===== src/rtl/key_conditioner.sv =====
// ============================================================================
// Module   : key_conditioner
// Brief    : Pushbutton conditioner for active-low, bouncy DE-series KEY
//            inputs. It synchronizes each key, then debounces it, and drives
//            per-key debounced level, press pulse and release pulse outputs.
// Option   : define KEY_CONDITIONER_AUTOREPEAT_EN to make a held key emit
//            repeated key_press pulses (REPEAT_DELAY, then every
//            REPEAT_PERIOD cycles).
// Revision : 1.0 - initial release
// ============================================================================
`default_nettype none

module key_conditioner #(
   parameter int N_KEYS          = 4,
   parameter int DEBOUNCE_CYCLES = 1_000_000,
   parameter int REPEAT_DELAY    = 25_000_000,
   parameter int REPEAT_PERIOD   = 5_000_000
) (
   input  logic              CLOCK_50,
   input  logic              Resetn,
   input  logic [N_KEYS-1:0] KEY,
   output logic [N_KEYS-1:0] key_level,
   output logic [N_KEYS-1:0] key_press,
   output logic [N_KEYS-1:0] key_release
);

   localparam int c_CNT_W = $clog2(DEBOUNCE_CYCLES + 1);
   // Accept on the edge that would bring the count to DEBOUNCE_CYCLES.
   localparam logic [c_CNT_W-1:0] c_CNT_LAST = c_CNT_W'(DEBOUNCE_CYCLES - 1);
   localparam logic [c_CNT_W-1:0] c_CNT_ONE  = c_CNT_W'(1);

   typedef enum logic [1:0] {
      ST_IDLE      = 2'd0,
      ST_CHK_PRESS = 2'd1,
      ST_HELD      = 2'd2,
      ST_CHK_REL   = 2'd3
   } state_t;

   // Refuse to build with timing parameters that cannot work.
   if (DEBOUNCE_CYCLES < 1 || REPEAT_DELAY < 1 || REPEAT_PERIOD < 1) begin : g_param_check
      $error("key_conditioner: DEBOUNCE_CYCLES, REPEAT_DELAY and REPEAT_PERIOD must be >= 1");
   end

   logic [N_KEYS-1:0] r_sync1;
   logic [N_KEYS-1:0] r_sync2;
   logic [N_KEYS-1:0] w_s;

   // Two-flop synchronizer on the raw active-low keys; reset means released.
   always_ff @(posedge CLOCK_50 or negedge Resetn) begin
      if (!Resetn) begin
         r_sync1 <= '1;
         r_sync2 <= '1;
      end else begin
         r_sync1 <= KEY;
         r_sync2 <= r_sync1;
      end
   end

   assign w_s = ~r_sync2;

   for (genvar gi = 0; gi < N_KEYS; gi++) begin : g_key
      state_t               r_state;
      logic [c_CNT_W-1:0]   r_cnt;
      logic                 r_level;
      logic                 r_press;
      logic                 r_release;
      logic                 w_press_accept;
      logic                 w_rel_accept;
      logic                 w_rep_fire;

      assign w_press_accept = (r_state == ST_CHK_PRESS) && w_s[gi] && (r_cnt >= c_CNT_LAST);
      assign w_rel_accept   = (r_state == ST_CHK_REL) && !w_s[gi] && (r_cnt >= c_CNT_LAST);

`ifdef KEY_CONDITIONER_AUTOREPEAT_EN
      localparam int c_REP_MAX = (REPEAT_DELAY > REPEAT_PERIOD) ? REPEAT_DELAY : REPEAT_PERIOD;
      localparam int c_REP_W   = $clog2(c_REP_MAX + 1);

      logic [c_REP_W-1:0] r_rep_cnt;
      logic               r_rep_phase;   // 0: waiting initial delay, 1: periodic
      logic [c_REP_W-1:0] w_rep_next;
      logic [c_REP_W-1:0] w_rep_target;

      assign w_rep_next   = r_rep_cnt + c_REP_W'(1);
      assign w_rep_target = r_rep_phase ? c_REP_W'(REPEAT_PERIOD) : c_REP_W'(REPEAT_DELAY);
      // A repeat never lands on the cycle a release is accepted, so press and
      // release can never coincide.
      assign w_rep_fire   = ((r_state == ST_HELD) || ((r_state == ST_CHK_REL) && !w_rel_accept))
                            && (w_rep_next == w_rep_target);

      // Repeat timer: restarts on each accepted press, runs only while the key is down.
      always_ff @(posedge CLOCK_50 or negedge Resetn) begin
         if (!Resetn) begin
            r_rep_cnt   <= '0;
            r_rep_phase <= 1'b0;
         end else if (w_press_accept) begin
            r_rep_cnt   <= '0;
            r_rep_phase <= 1'b0;
         end else if (r_state == ST_HELD || r_state == ST_CHK_REL) begin
            if (w_rep_fire) begin
               r_rep_cnt   <= '0;
               r_rep_phase <= 1'b1;
            end else begin
               r_rep_cnt   <= w_rep_next;
            end
         end
      end
`else
      assign w_rep_fire = 1'b0;
`endif

      // Debounce FSM: a change is accepted only after DEBOUNCE_CYCLES agreeing samples.
      always_ff @(posedge CLOCK_50 or negedge Resetn) begin
         if (!Resetn) begin
            r_state   <= ST_IDLE;
            r_cnt     <= '0;
            r_level   <= 1'b0;
            r_press   <= 1'b0;
            r_release <= 1'b0;
         end else begin
            r_press   <= w_rep_fire;
            r_release <= 1'b0;
            case (r_state)
               ST_IDLE: begin
                  if (w_s[gi]) begin
                     r_state <= ST_CHK_PRESS;
                     r_cnt   <= c_CNT_ONE;
                  end
               end
               ST_CHK_PRESS: begin
                  if (!w_s[gi]) begin
                     r_state <= ST_IDLE;
                     r_cnt   <= '0;
                  end else if (w_press_accept) begin
                     r_state <= ST_HELD;
                     r_cnt   <= '0;
                     r_level <= 1'b1;
                     r_press <= 1'b1;
                  end else begin
                     r_cnt   <= r_cnt + c_CNT_ONE;
                  end
               end
               ST_HELD: begin
                  if (!w_s[gi]) begin
                     r_state <= ST_CHK_REL;
                     r_cnt   <= c_CNT_ONE;
                  end
               end
               ST_CHK_REL: begin
                  if (w_s[gi]) begin
                     r_state <= ST_HELD;
                     r_cnt   <= '0;
                  end else if (w_rel_accept) begin
                     r_state   <= ST_IDLE;
                     r_cnt     <= '0;
                     r_level   <= 1'b0;
                     r_release <= 1'b1;
                  end else begin
                     r_cnt   <= r_cnt + c_CNT_ONE;
                  end
               end
               default: begin
                  r_state <= ST_IDLE;
                  r_cnt   <= '0;
               end
            endcase
         end
      end

      assign key_level[gi]   = r_level;
      assign key_press[gi]   = r_press;
      assign key_release[gi] = r_release;
   end

endmodule

`default_nettype wire


===== config.mk =====
export PLATFORM = sky130hd
export DESIGN_NAME = key_conditioner
export DESIGN_NICKNAME = d
export VERILOG_FILES = /design/src/rtl/key_conditioner.sv
export SDC_FILE = /design/constraint.sdc
export NUM_CORES = 1
export LEC_CHECK = 0
export CAP_MARGIN = 20
export CORE_UTILIZATION = 56
export DETAILED_ROUTE_END_ITERATION = 16
export PLACE_DENSITY = 0.83
export SLEW_MARGIN = 40
export SYNTH_ARGS = -nofsm -noshare
export SYNTH_HDL_FRONTEND = slang
export SYNTH_SLANG_ARGS = --single-unit

===== constraint.sdc =====
create_clock -name CLOCK_50 -period 1.9 [get_ports CLOCK_50]
set_input_delay 0.285 -clock CLOCK_50 [delete_from_list [all_inputs] [get_ports CLOCK_50]]
set_output_delay 0.285 -clock CLOCK_50 [all_outputs]
set_load 0.1 [all_outputs]

==> summary.txt, run 1 <==
Outcome
  • Status: finished with violations
  • Failing checks: negative setup slack

Synthesis
  • Primary FF master, synth: dfrtp_1
  • Synth cell types: 55
  • Syn Area/Cell: 9.26 um^2
  • Synth Warn #: 0
  • Top-count cell post-synth: dfrtp_1
  • Post-synth top cells: 100 x dfrtp_1, 62 x nand2_1, 60 x a31oi_1
  • Synth async-reset ratio: 100%
  • Syn Inst Count: 608
  • EDFF count, synth: 0
  • Largest cells by area after synthesis: dfrtp_1 44%, a31oi_1 6.7%, nand2_1 4.1%
  • Synth area leader: dfrtp_1
  • Sequential share of the synthesized area: 48.2%
  • Netlist Area Pre-Place: 5630 um^2
  • Post-Syn Nets: 618
  • Synth top area share: 44.4%
  • #FFs+latches synth: 108

Run
  • Max_cap viols: 0

STA
  • Final Cycle Share: 112%
  • RSZ-0062 raised after global routing: yes
  • Worst-margin pin slew: 0.570 ns
  • Slew HR: 62.0%
  • Final Hold Viols: 0
  • Fin. max-slew vios: 0
  • Setup ws final: -0.227 ns
  • Minimum clock period: 2.13 ns
  • Fmax: 470 MHz
  • Setup violators final: 64
  • Clock skew: 0.0123 ns

Floorplan
  • Die W: 102 um
  • Cell Rows: 36
  • Die ar.: 10,500 um^2
  • Starting Density: 57.6%
  • Core Area: 9770 um^2
  • Die height: 102 um
  • Num ports: 18

Clock tree
  • CTS tree: done
  • Clock transition at path regs: 0.10 ns
  • CTS Sinks: 108
  • Deepest clock path buffer count: 2
  • Clock root buffer master: clkbuf_8
  • CTS Buf Count: 9
  • Clk_lat worst skew: 0.39 ns
  • H-tree Lvls: 3

Detailed routing
  • Vias: 5,409
  • Post-route ant nets: 0
  • DRT Wirelength: 15.9 mm
  • DR iter-0 viols: 293
  • Drt wl/cell: 19.3 um
  • Pre-antenna DRT Iters: 5
  • Drc violations: 0
  • Vias per cell: 6.56

Min path
  • Hold path start: KEY[2]
  • Hold Crit Endpoint: r_sync1[2]
  • Hold Crit Depth: 1
  • Hold Crit Class: input port to flip-flop

Finish
  • Layout cells sized above 1: 30.6%
  • N_diodes: 0
  • Nets: 697
  • Non-Filler Instances: 825
  • Synth-to-Final Area Change: 30.7%
  • Fin util: 75.3%

GRT
  • Vias in the first global route: 4,937
  • Initial antenna violation count: 0
  • Pin count of the biggest net entering global routing: 45
  • Total Routing Usage GR: 28.8%
  • First-pass GRT wire length: 23.4 mm
  • Total gr overflow: 0

Critical path
  • CP Launch Point: g_key[1].r_cnt[10]
  • CP arrival: 2.44 ns
  • CP Max Fanout: 5
  • Crit end category: flip-flop
  • Worst setup path category: flip-flop to flip-flop
  • Reg2reg start: g_key[1].r_cnt[10]
  • R2r setup slk: -0.23 ns
  • Crit path required time: 2.21 ns
  • Reg2reg end: g_key[1].r_cnt[3]
  • CP Launch Type: flip-flop
  • Worst Reg-to-Reg Cells: 7

Place
  • Port Buffers: 17
  • Placement Setup Slack: -0.114 ns
  • HPWL after detailed placement: 8.47 mm
  • Gpl congestion: 0.847
  • Dpl cells: 779

Power
  • Peak supply drop: 0.565 mV
  • PwrDens: 652 nW/um^2
  • Leak: 3.22 nW
==> how the worst max path moves through the flow <==
stage,endpoint
6_report,g_key[1].r_cnt[3]
4_1_cts,g_key[3].r_level
3_5_place_dp,g_key[3].r_cnt[6]
2_1_floorplan,g_key[3].r_cnt[11]
5_1_grt,g_key[3].r_cnt[7]
3_3_place_gp,g_key[3].r_cnt[11]
==> layout by cell type, fill, tap and decap left out, types with 4 or more instances in the layout <==
| cell type | instances |
|---|---|
| clkbuf_8 | 9 |
| a22o_1 | 8 |
| nor4_2 | 7 |
| a31oi_1 | 51 |
| buf_16 | 5 |
| nor2_1 | 30 |
| o21ai_1 | 6 |
| o211ai_1 | 7 |
| a21oi_2 | 11 |
| nand3_1 | 38 |
| a41oi_2 | 9 |
| a21oi_4 | 4 |
| a21oi_1 | 26 |
| mux2i_1 | 5 |
| buf_4 | 84 |
| xor2_1 | 6 |
| and2_1 | 9 |
| inv_1 | 17 |
| clkdlybuf4s50_1 | 4 |
| buf_6 | 8 |
| nor3_1 | 8 |
| a21o_1 | 5 |
| nand2b_1 | 12 |
| buf_12 | 8 |
| a31oi_4 | 6 |
| dfstp_2 | 8 |
| dfrtp_1 | 100 |
| nand2_1 | 58 |
| nand2_2 | 4 |
| and4_1 | 9 |
| nand4_1 | 19 |
| o21ai_0 | 12 |
| o21ai_2 | 9 |
| and3_1 | 15 |
==> metrics by stage <==
stage | power, W | hold slack, ns | setup TNS [ns] | instance area [um^2]
after global placement | 0.00299 | 0.228 | -0.183 | 6300
after global routing | 0.00498 | 0.279 | -13.69 | 7360
after detailed placement | 0.00303 | 0.232 | -2.33 | 6300
after floorplan | 0.00281 | -0.0106 | -0.370 | 5730
after CTS | 0.00474 | 0.279 | -4.22 | 7050
final | 0.00480 | 0.287 | -8.76 | 7360
==> area by class of cell <==
class / instances / area, um^2
clock inverter: 7 / 100
sequential: 108 / 2710
inverter: 17 / 63.8
tap: 133 / 166
multi-input combinational: 436 / 3030
timing repair buffer: 115 / 1170
fill: 618 / 2410
clock buffer: 9 / 124
==> state kept, by name (all words and copies together) (netlist names), named ones only <==
name             count
g_key.r_state        4
g_key.r_level        4
g_key.r_cnt         80
g_key.r_press        4
r_sync1              4
g_key.r_release      4
r_sync2              4
==> layer usage <==
metal / up-vias / GRT usage, % / routed length, um
met2: 293 / 48.2 / 7860
li1: 2423 / - / -
met5: - / 0 / 0
met4: 0 / 9.12 / 618
met3: 70 / 6.77 / 1240
met1: 2623 / 37.0 / 6230
==> worst max-delay path: stages (launching register included) <==
cell	delay, ns
dfrtp_1	0.39
or4_4	0.54
o211ai_1	0.29
o211a_1	0.30
buf_6	0.16
buf_16	0.13
a41oi_2	0.10
a31oi_1	0.14
==> cell families (layout without fill, tap and decap cells) <==
group | count (synthesis) | in the layout | synth area share (%)
AND/OR/NAND/NOR | 234 | 234 | 21.6
flip-flops | 108 | 108 | 48.2
multiplexers | 5 | 5 | 0.889
XOR/XNOR | 9 | 9 | 1.40
AO/OA/AOI/OAI | 184 | 184 | 21.2
adder cells (fa/ha/maj) | 4 | 4 | 0.889
buffers and inverters | 64 | 148 | 5.89
==> report_power, final <==
part | internal, W | switching [W] | total, W
clock | 0.000748 | 0.000838 | 0.00159
sequential | 0.00239 | 0.000110 | 0.00250
combinational | 0.000337 | 0.000373 | 0.000710
total | 0.00348 | 0.00132 | 0.00480
==> timing repair <==
item / 4_1_cts / 5_1_grt
setup endpoints to repair: 60 / 83
endpoints found under the hold margin: 22 / 0
setup buffers: 12 / 8
gates resized for setup: 46 / 58
hold buffers: 1 / 0
pin swaps: 25 / 50
gates cloned: 9 / 5
No activity file was read; power rests on OpenSTA's default activity.
==> run 2: changes to the inputs <==
==> constraint.sdc (replaced) <==
create_clock -name CLOCK_50 -period 1.8 [get_ports CLOCK_50]
set_input_delay 0.27 -clock CLOCK_50 [delete_from_list [all_inputs] [get_ports CLOCK_50]]
set_output_delay 0.27 -clock CLOCK_50 [all_outputs]
set_load 0.1 [all_outputs]
==> run 2 against run 1 <==
  * The flow still finishes with violations (negative setup slack)
  * Global-route usage is 0.45 points higher
  * Die area unchanged
  * Routed wire length is 0.14% higher
  * Power is 7.4% higher
  * First-iteration DRC count rose by 53%
  * Hold slack gained 0.00071 ns
  * Critical path type unchanged
  * Largest cell class unchanged
  * Highest routed layer unchanged
==> summary.txt, run 2 (synthesized netlist as in run 1, its figures left out) <==
Clock tree
  • Clk_lat worst skew: 0.39 ns
  • CTS Buf Count: 9
  • H-tree Lvls: 3
  • CTS Sinks: 108
  • Clock root buffer master: clkbuf_8
  • Deepest clock path buffer count: 2
  • Clock transition at path regs: 0.11 ns
  • CTS tree: done

STA
  • Slew HR: 59.8%
  • Setup violators final: 69
  • RSZ-0062 raised after global routing: yes
  • Clock skew: 0.0146 ns
  • Worst-margin pin slew: 0.602 ns
  • Fin. max-slew vios: 0
  • Minimum clock period: 2.11 ns
  • Final Hold Viols: 0
  • Setup ws final: -0.306 ns
  • Final Cycle Share: 117%
  • Fmax: 475 MHz

GRT
  • GR peak layer: met2
  • Vias in the first global route: 5,065
  • Total Routing Usage GR: 29.2%
  • Initial antenna violation count: 0
  • Total gr overflow: 0
  • Pin count of the biggest net entering global routing: 109
  • M2 GR Usage: 47.6%
  • First-pass GRT wire length: 23.9 mm
  • Met1 usage: 38.0%
  • Met3 usage: 6.70%

Critical path
  • Crit path to: g_key[3].r_cnt[17]
  • Slowest CP cell: or4_1
  • R2r setup slk: -0.31 ns
  • Crit path cell chain: or4_1 -> o211a_1 -> a21bo_4 -> o31a_2 -> a31oi_1
  • Crit end category: flip-flop
  • CP Launch Type: flip-flop
  • Worst setup path category: flip-flop to flip-flop
  • Crit path required time: 2.10 ns
  • Reg2reg end: g_key[3].r_cnt[17]
  • Worst Reg-to-Reg Cells: 5
  • CP Launch Point: g_key[3].r_cnt[11]
  • CP Max Fanout: 7
  • Critical path depth: 5
  • WP buf/inv: 0
  • Reg2reg start: g_key[3].r_cnt[11]
  • CP max stage delay: 0.53 ns
  • Critical path's top delay family: compound AO/OA/AOI/OAI gates
  • CP arrival: 2.40 ns

Run
  • Max_cap viols: 0

Detailed routing
  • Pre-antenna DRT Iters: 5
  • Drc violations: 0
  • Post-route ant nets: 0
  • DR iter-0 viols: 448
  • DRT Wirelength: 16.0 mm
  • Vias: 5,434
  • Vias per cell: 6.47
  • Drt wl/cell: 19.0 um

Floorplan
  • Cell Rows: 36
  • Die ar.: 10,500 um^2
  • Starting Density: 57.6%
  • Die height: 102 um
  • Die W: 102 um
  • Num ports: 18
  • Core Area: 9770 um^2

Power
  • PwrDens: 692 nW/um^2
  • Total internal power: 0.00380 W
  • Peak supply drop: 0.422 mV
  • Sw Ratio: 26.3%
  • Leak: 3.28 nW
  • Net switching power: 0.00136 W
  • Sequential power share: 50.6%
  • Gate power share: 14.7%
  • Clock Power Share: 34.7%

Finish
  • Synth-to-Final Area Change: 32.4%
  • Non-Filler Instances: 840
  • Largest register FFs: 80
  • Nets: 712
  • Most frequent cells in the layout: 103 x buf_4, 100 x dfrtp_1, 56 x nand2_1
  • Layout cells sized above 1: 34.7%
  • Most common cell after layout, fill and taps aside: buf_4
  • Biggest register: g_key.r_cnt
  • N_diodes: 0

Outcome
  • Status: finished with violations
  • Failing checks: negative setup slack

Place
  • Placement Setup Slack: -0.221 ns
  • HPWL after detailed placement: 8.60 mm
  • Port Buffers: 17
  • Dpl cells: 803
  • Gpl congestion: 0.852

Min path
  • Hold Crit Class: input port to flip-flop
-- run 2: cell count changes in the layout (fill, tap and decap cells not counted), sizes merged --
cell | previous run | this run
clkbuf | 13 | 10
bufinv | 2 | 3
clkinvlp | 3 | 1
buf | 106 | 125
-- run 2: timing repair --
item	4_1_cts	5_1_grt
pin swaps	26	36
cloned	5	2
hold endpoints to repair	100	0
buffers inserted	13	5
resized for setup	45	68
endpoints found under the setup margin	68	91
hold buffers	1	0
-- run 2: final cells by class --
type	count	area (um^2)
flip-flops and latches	108	2710
multi-input cells	436	3140
fillers	608	2320
well taps	133	166
clock inverters	6	111
inverters	17	63.8
clock buffers	10	128
repair buffers	130	1140
-- run 2: per-layer routing --
metal / wire (um) / share of wire, % / up-vias
li1: - / - / 2452
met1: 6280 / 39 / 2658
met2: 8070 / 51 / 262
met3: 1070 / 6.7 / 62
met4: 544 / 3.4 / 0
met5: 0 / 0 / -
-- run 2: power groups by stage --
stage,logic [W],registers (W),clock network (W)
after CTS,0.000683,0.00260,0.00180
after floorplan,0.000309,0.00268,0
after global routing,0.000821,0.00262,0.00191
after detailed placement,0.000615,0.00264,0
after global placement,0.000583,0.00264,0
final,0.000758,0.00261,0.00179
-- run 2: worst min path at each step --
stage / slack [ns] / cells past startpoint / to / startpoint
2_1_floorplan: -0.03 / 0 / asynchronous set/reset pin / Resetn
3_3_place_gp: 0.35 / 0 / r_sync2[0] / r_sync1[0]
3_5_place_dp: 0.35 / 0 / r_sync2[3] / r_sync1[3]
4_1_cts: 0.28 / 1 / r_sync1[2] / KEY[2]
5_1_grt: 0.28 / 1 / r_sync1[0] / KEY[0]
6_report: 0.29 / 1 / r_sync1[1] / KEY[1]
-- run 2: through the flow --
stage	power, W	cell area (um^2)	utilization [%]	TNS (ns)	hold WS [ns]
floorplan	0.00299	5830	-	-4.72	-0.0256
global placement	0.00322	6560	67.1	-3.65	0.346
detailed placement	0.00326	6560	67.1	-7.61	0.347
CTS	0.00508	7180	73.5	-6.30	0.285
global route	0.00536	7460	76.3	-17.36	0.276
finish	0.00516	7460	76.3	-11.03	0.288
==> run 3: changes to the inputs <==
--- a/config.mk
+++ b/config.mk
@@ -5,10 +5,11 @@
 export SDC_FILE = /design/constraint.sdc
 export NUM_CORES = 1
 export LEC_CHECK = 0
+export ABC_CLOCK_PERIOD_IN_PS = 2700
 export CAP_MARGIN = 20
-export CORE_UTILIZATION = 56
+export CORE_UTILIZATION = 66
 export DETAILED_ROUTE_END_ITERATION = 16
-export PLACE_DENSITY = 0.83
+export PLACE_DENSITY_LB_ADDON = 0.1
 export SLEW_MARGIN = 40
 export SYNTH_ARGS = -nofsm -noshare
 export SYNTH_HDL_FRONTEND = slang
==> constraint.sdc (replaced) <==
create_clock -name CLOCK_50 -period 2.7 [get_ports CLOCK_50]
set_input_delay 0.405 -clock CLOCK_50 [delete_from_list [all_inputs] [get_ports CLOCK_50]]
set_output_delay 0.405 -clock CLOCK_50 [all_outputs]
set_load 0.1 [all_outputs]
==> run 3 against run 2 <==
  * The run now ends clean
  * Critical path depth rose by 1
  * Final area fell by 20%
  * Sequential share of layout area rose by 9.2 points
  * Non-clock buffer count fell by 100
  * Largest power group unchanged
  * Clock skew fell by 0.0072 ns
  * First-iteration DRC count fell by 48%
  * Clock-buffer cell count rose by 2
==> summary.txt, run 3 (synthesized netlist as in run 1, its figures left out) <==
Outcome
  • Status: completed

Critical path
  • Critical path's top delay family: compound AO/OA/AOI/OAI gates
  • CP Launch Type: flip-flop
  • Crit path required time: 2.92 ns
  • Crit path cell chain: nor4_1 -> nand4b_1 -> o21ai_2 -> buf_4 -> o21ai_0 -> a31oi_1
  • CP Max Fanout: 24
  • CP arrival: 2.75 ns
  • WP buf/inv: 1
  • Worst setup path category: flip-flop to flip-flop
  • CP max stage delay: 0.48 ns
  • Crit end category: flip-flop
  • Slowest CP cell: dfrtp_1

Finish
  • N_diodes: 0
  • Largest register FFs: 80
  • Layout cells sized above 1: 9.56%
  • Fin util: 72.5%
  • Synth-to-Final Area Change: 5.71%
  • Footprint of the multi-input gates: 2590 um^2
  • Finished Cell Area: 5950 um^2
  • Fill count: 587
  • Most common cell after layout, fill and taps aside: dfrtp_1
  • Biggest register: g_key.r_cnt
  • Most frequent cells in the layout: 100 x dfrtp_1, 62 x nand2_1, 60 x a31oi_1
  • Nets: 612
  • Reg area: 2710 um^2

Detailed routing
  • Pre-antenna DRT Iters: 5
  • Vias per cell: 6.51
  • Drc violations: 0
  • Vias: 4,636
  • DRT Wirelength: 11.4 mm
  • Post-route ant nets: 0
  • DR iter-0 viols: 234
  • Drt wl/cell: 16.0 um

STA
  • Final Hold Viols: 0
  • Fin. max-slew vios: 0
  • RSZ-0062 raised after global routing: no
  • Setup ws final: 0.170 ns
  • Fmax: 395 MHz
  • Worst-margin pin slew: 0.702 ns
  • Slew HR: 52.9%
  • Final Cycle Share: 93.7%
  • Clock skew: 0.00742 ns
  • Minimum clock period: 2.53 ns
  • Setup violators final: 0
  • Setup TNS: 0 ns

Place
  • Port Buffers: 17
  • Placed Area: 5740 um^2
  • Placement Setup Slack: 0.276 ns
  • Gpl congestion: 0.899
  • HPWL after detailed placement: 7.84 mm

Floorplan
  • Starting Density: 68.5%
  • Core Area: 8220 um^2
  • Die ar.: 8910 um^2
  • Die W: 94.4 um
  • Die height: 94.4 um
  • Cell Rows: 33
  • Num ports: 18

GRT
  • First-pass GRT wire length: 19.5 mm
  • Total Routing Usage GR: 27.7%
  • Total gr overflow: 0
  • Initial antenna violation count: 0
  • Pin count of the biggest net entering global routing: 53
  • Vias in the first global route: 4,264

Min path
  • Hold Crit Class: flip-flop to flip-flop

Clock tree
  • CTS tree: done
  • Clk_lat worst skew: 0.36 ns
  • Deepest clock path buffer count: 2
  • H-tree Lvls: 3
  • CTS Sinks: 108
  • Clock transition at path regs: 0.09 ns
  • Clock root buffer master: clkbuf_8
  • CTS Buf Count: 9
  • Setup bufs post-CTS: 0

Run
  • Max_cap viols: 0

Power
  • Total internal power: 0.00226 W
  • PwrDens: 512 nW/um^2
  • Gate power share: 8.6%
  • Sequential power share: 58.1%
  • Total power: 0.00305 W
  • Leak: 2.64 nW
  • Clock Power Share: 33.3%
  • Net switching power: 0.000783 W
  • Peak supply drop: 0.336 mV
  • Sw Ratio: 25.7%
[run 3: cell count changes in the layout (fill, tap and decap cells not counted), sizes merged]
| cell | change |
|---|---|
| clkbuf | +2 |
| clkinv | +2 |
| clkinvlp | -1 |
| bufinv | -2 |
| inv | -1 |
| buf | -100 |
[run 3: final timing paths]
check,startpoint,to,slack [ns],cells after the start
setup / recovery,g_key[2].r_cnt[12],g_key[2].r_cnt[12],0.17,6
hold / removal,r_sync1[2],r_sync2[2],0.36,0
setup reg to reg,g_key[2].r_cnt[12],g_key[2].r_cnt[12],0.17,6
hold reg to reg,r_sync1[2],r_sync2[2],0.36,0
max in group asynchronous,Resetn,r_sync2[2],1.46,3
min in group asynchronous,Resetn,g_key[3].r_cnt[8],0.49,2
[run 3: layout make-up]
cell class / instances / share of cell area, %
flip-flops and latches: 108 / 45.6
clock buffers: 12 / 2.61
well taps: 105 / 2.21
inverters: 17 / 1.07
repair buffers: 30 / 4.20
multi-input cells: 436 / 43.5
clock inverters: 4 / 0.820
[run 3: stage by stage]
stage	cells	hold WS, ns
floorplan	608	0.109
detailed placement	695	0.347
CTS	712	0.361
finish	712	0.360
global route	712	0.367
global placement	695	0.346
[run 3: timing repair]
item	in CTS	in global routing
gates resized for setup	0	0
endpoints found under the hold margin	26	0
hold buffers	1	0
[run 3: power groups by stage]
stage / logic (W) / clock network (W) / registers [W]
2_1_floorplan: 0.000184 / 0 / 0.00178
3_3_place_gp: 0.000248 / 0 / 0.00179
3_5_place_dp: 0.000260 / 0 / 0.00180
4_1_cts: 0.000264 / 0.00104 / 0.00177
5_1_grt: 0.000300 / 0.00109 / 0.00178
6_report: 0.000262 / 0.00101 / 0.00177
[run 3: layer usage]
layer / global-route usage (%) / vias up / routed length, um
met5: 0 / - / 0
met4: 7.82 / 0 / 63
met3: 5.56 / 6 / 626
met2: 43.5 / 134 / 5460
met1: 39.2 / 2239 / 5260
li1: - / 2257 / -
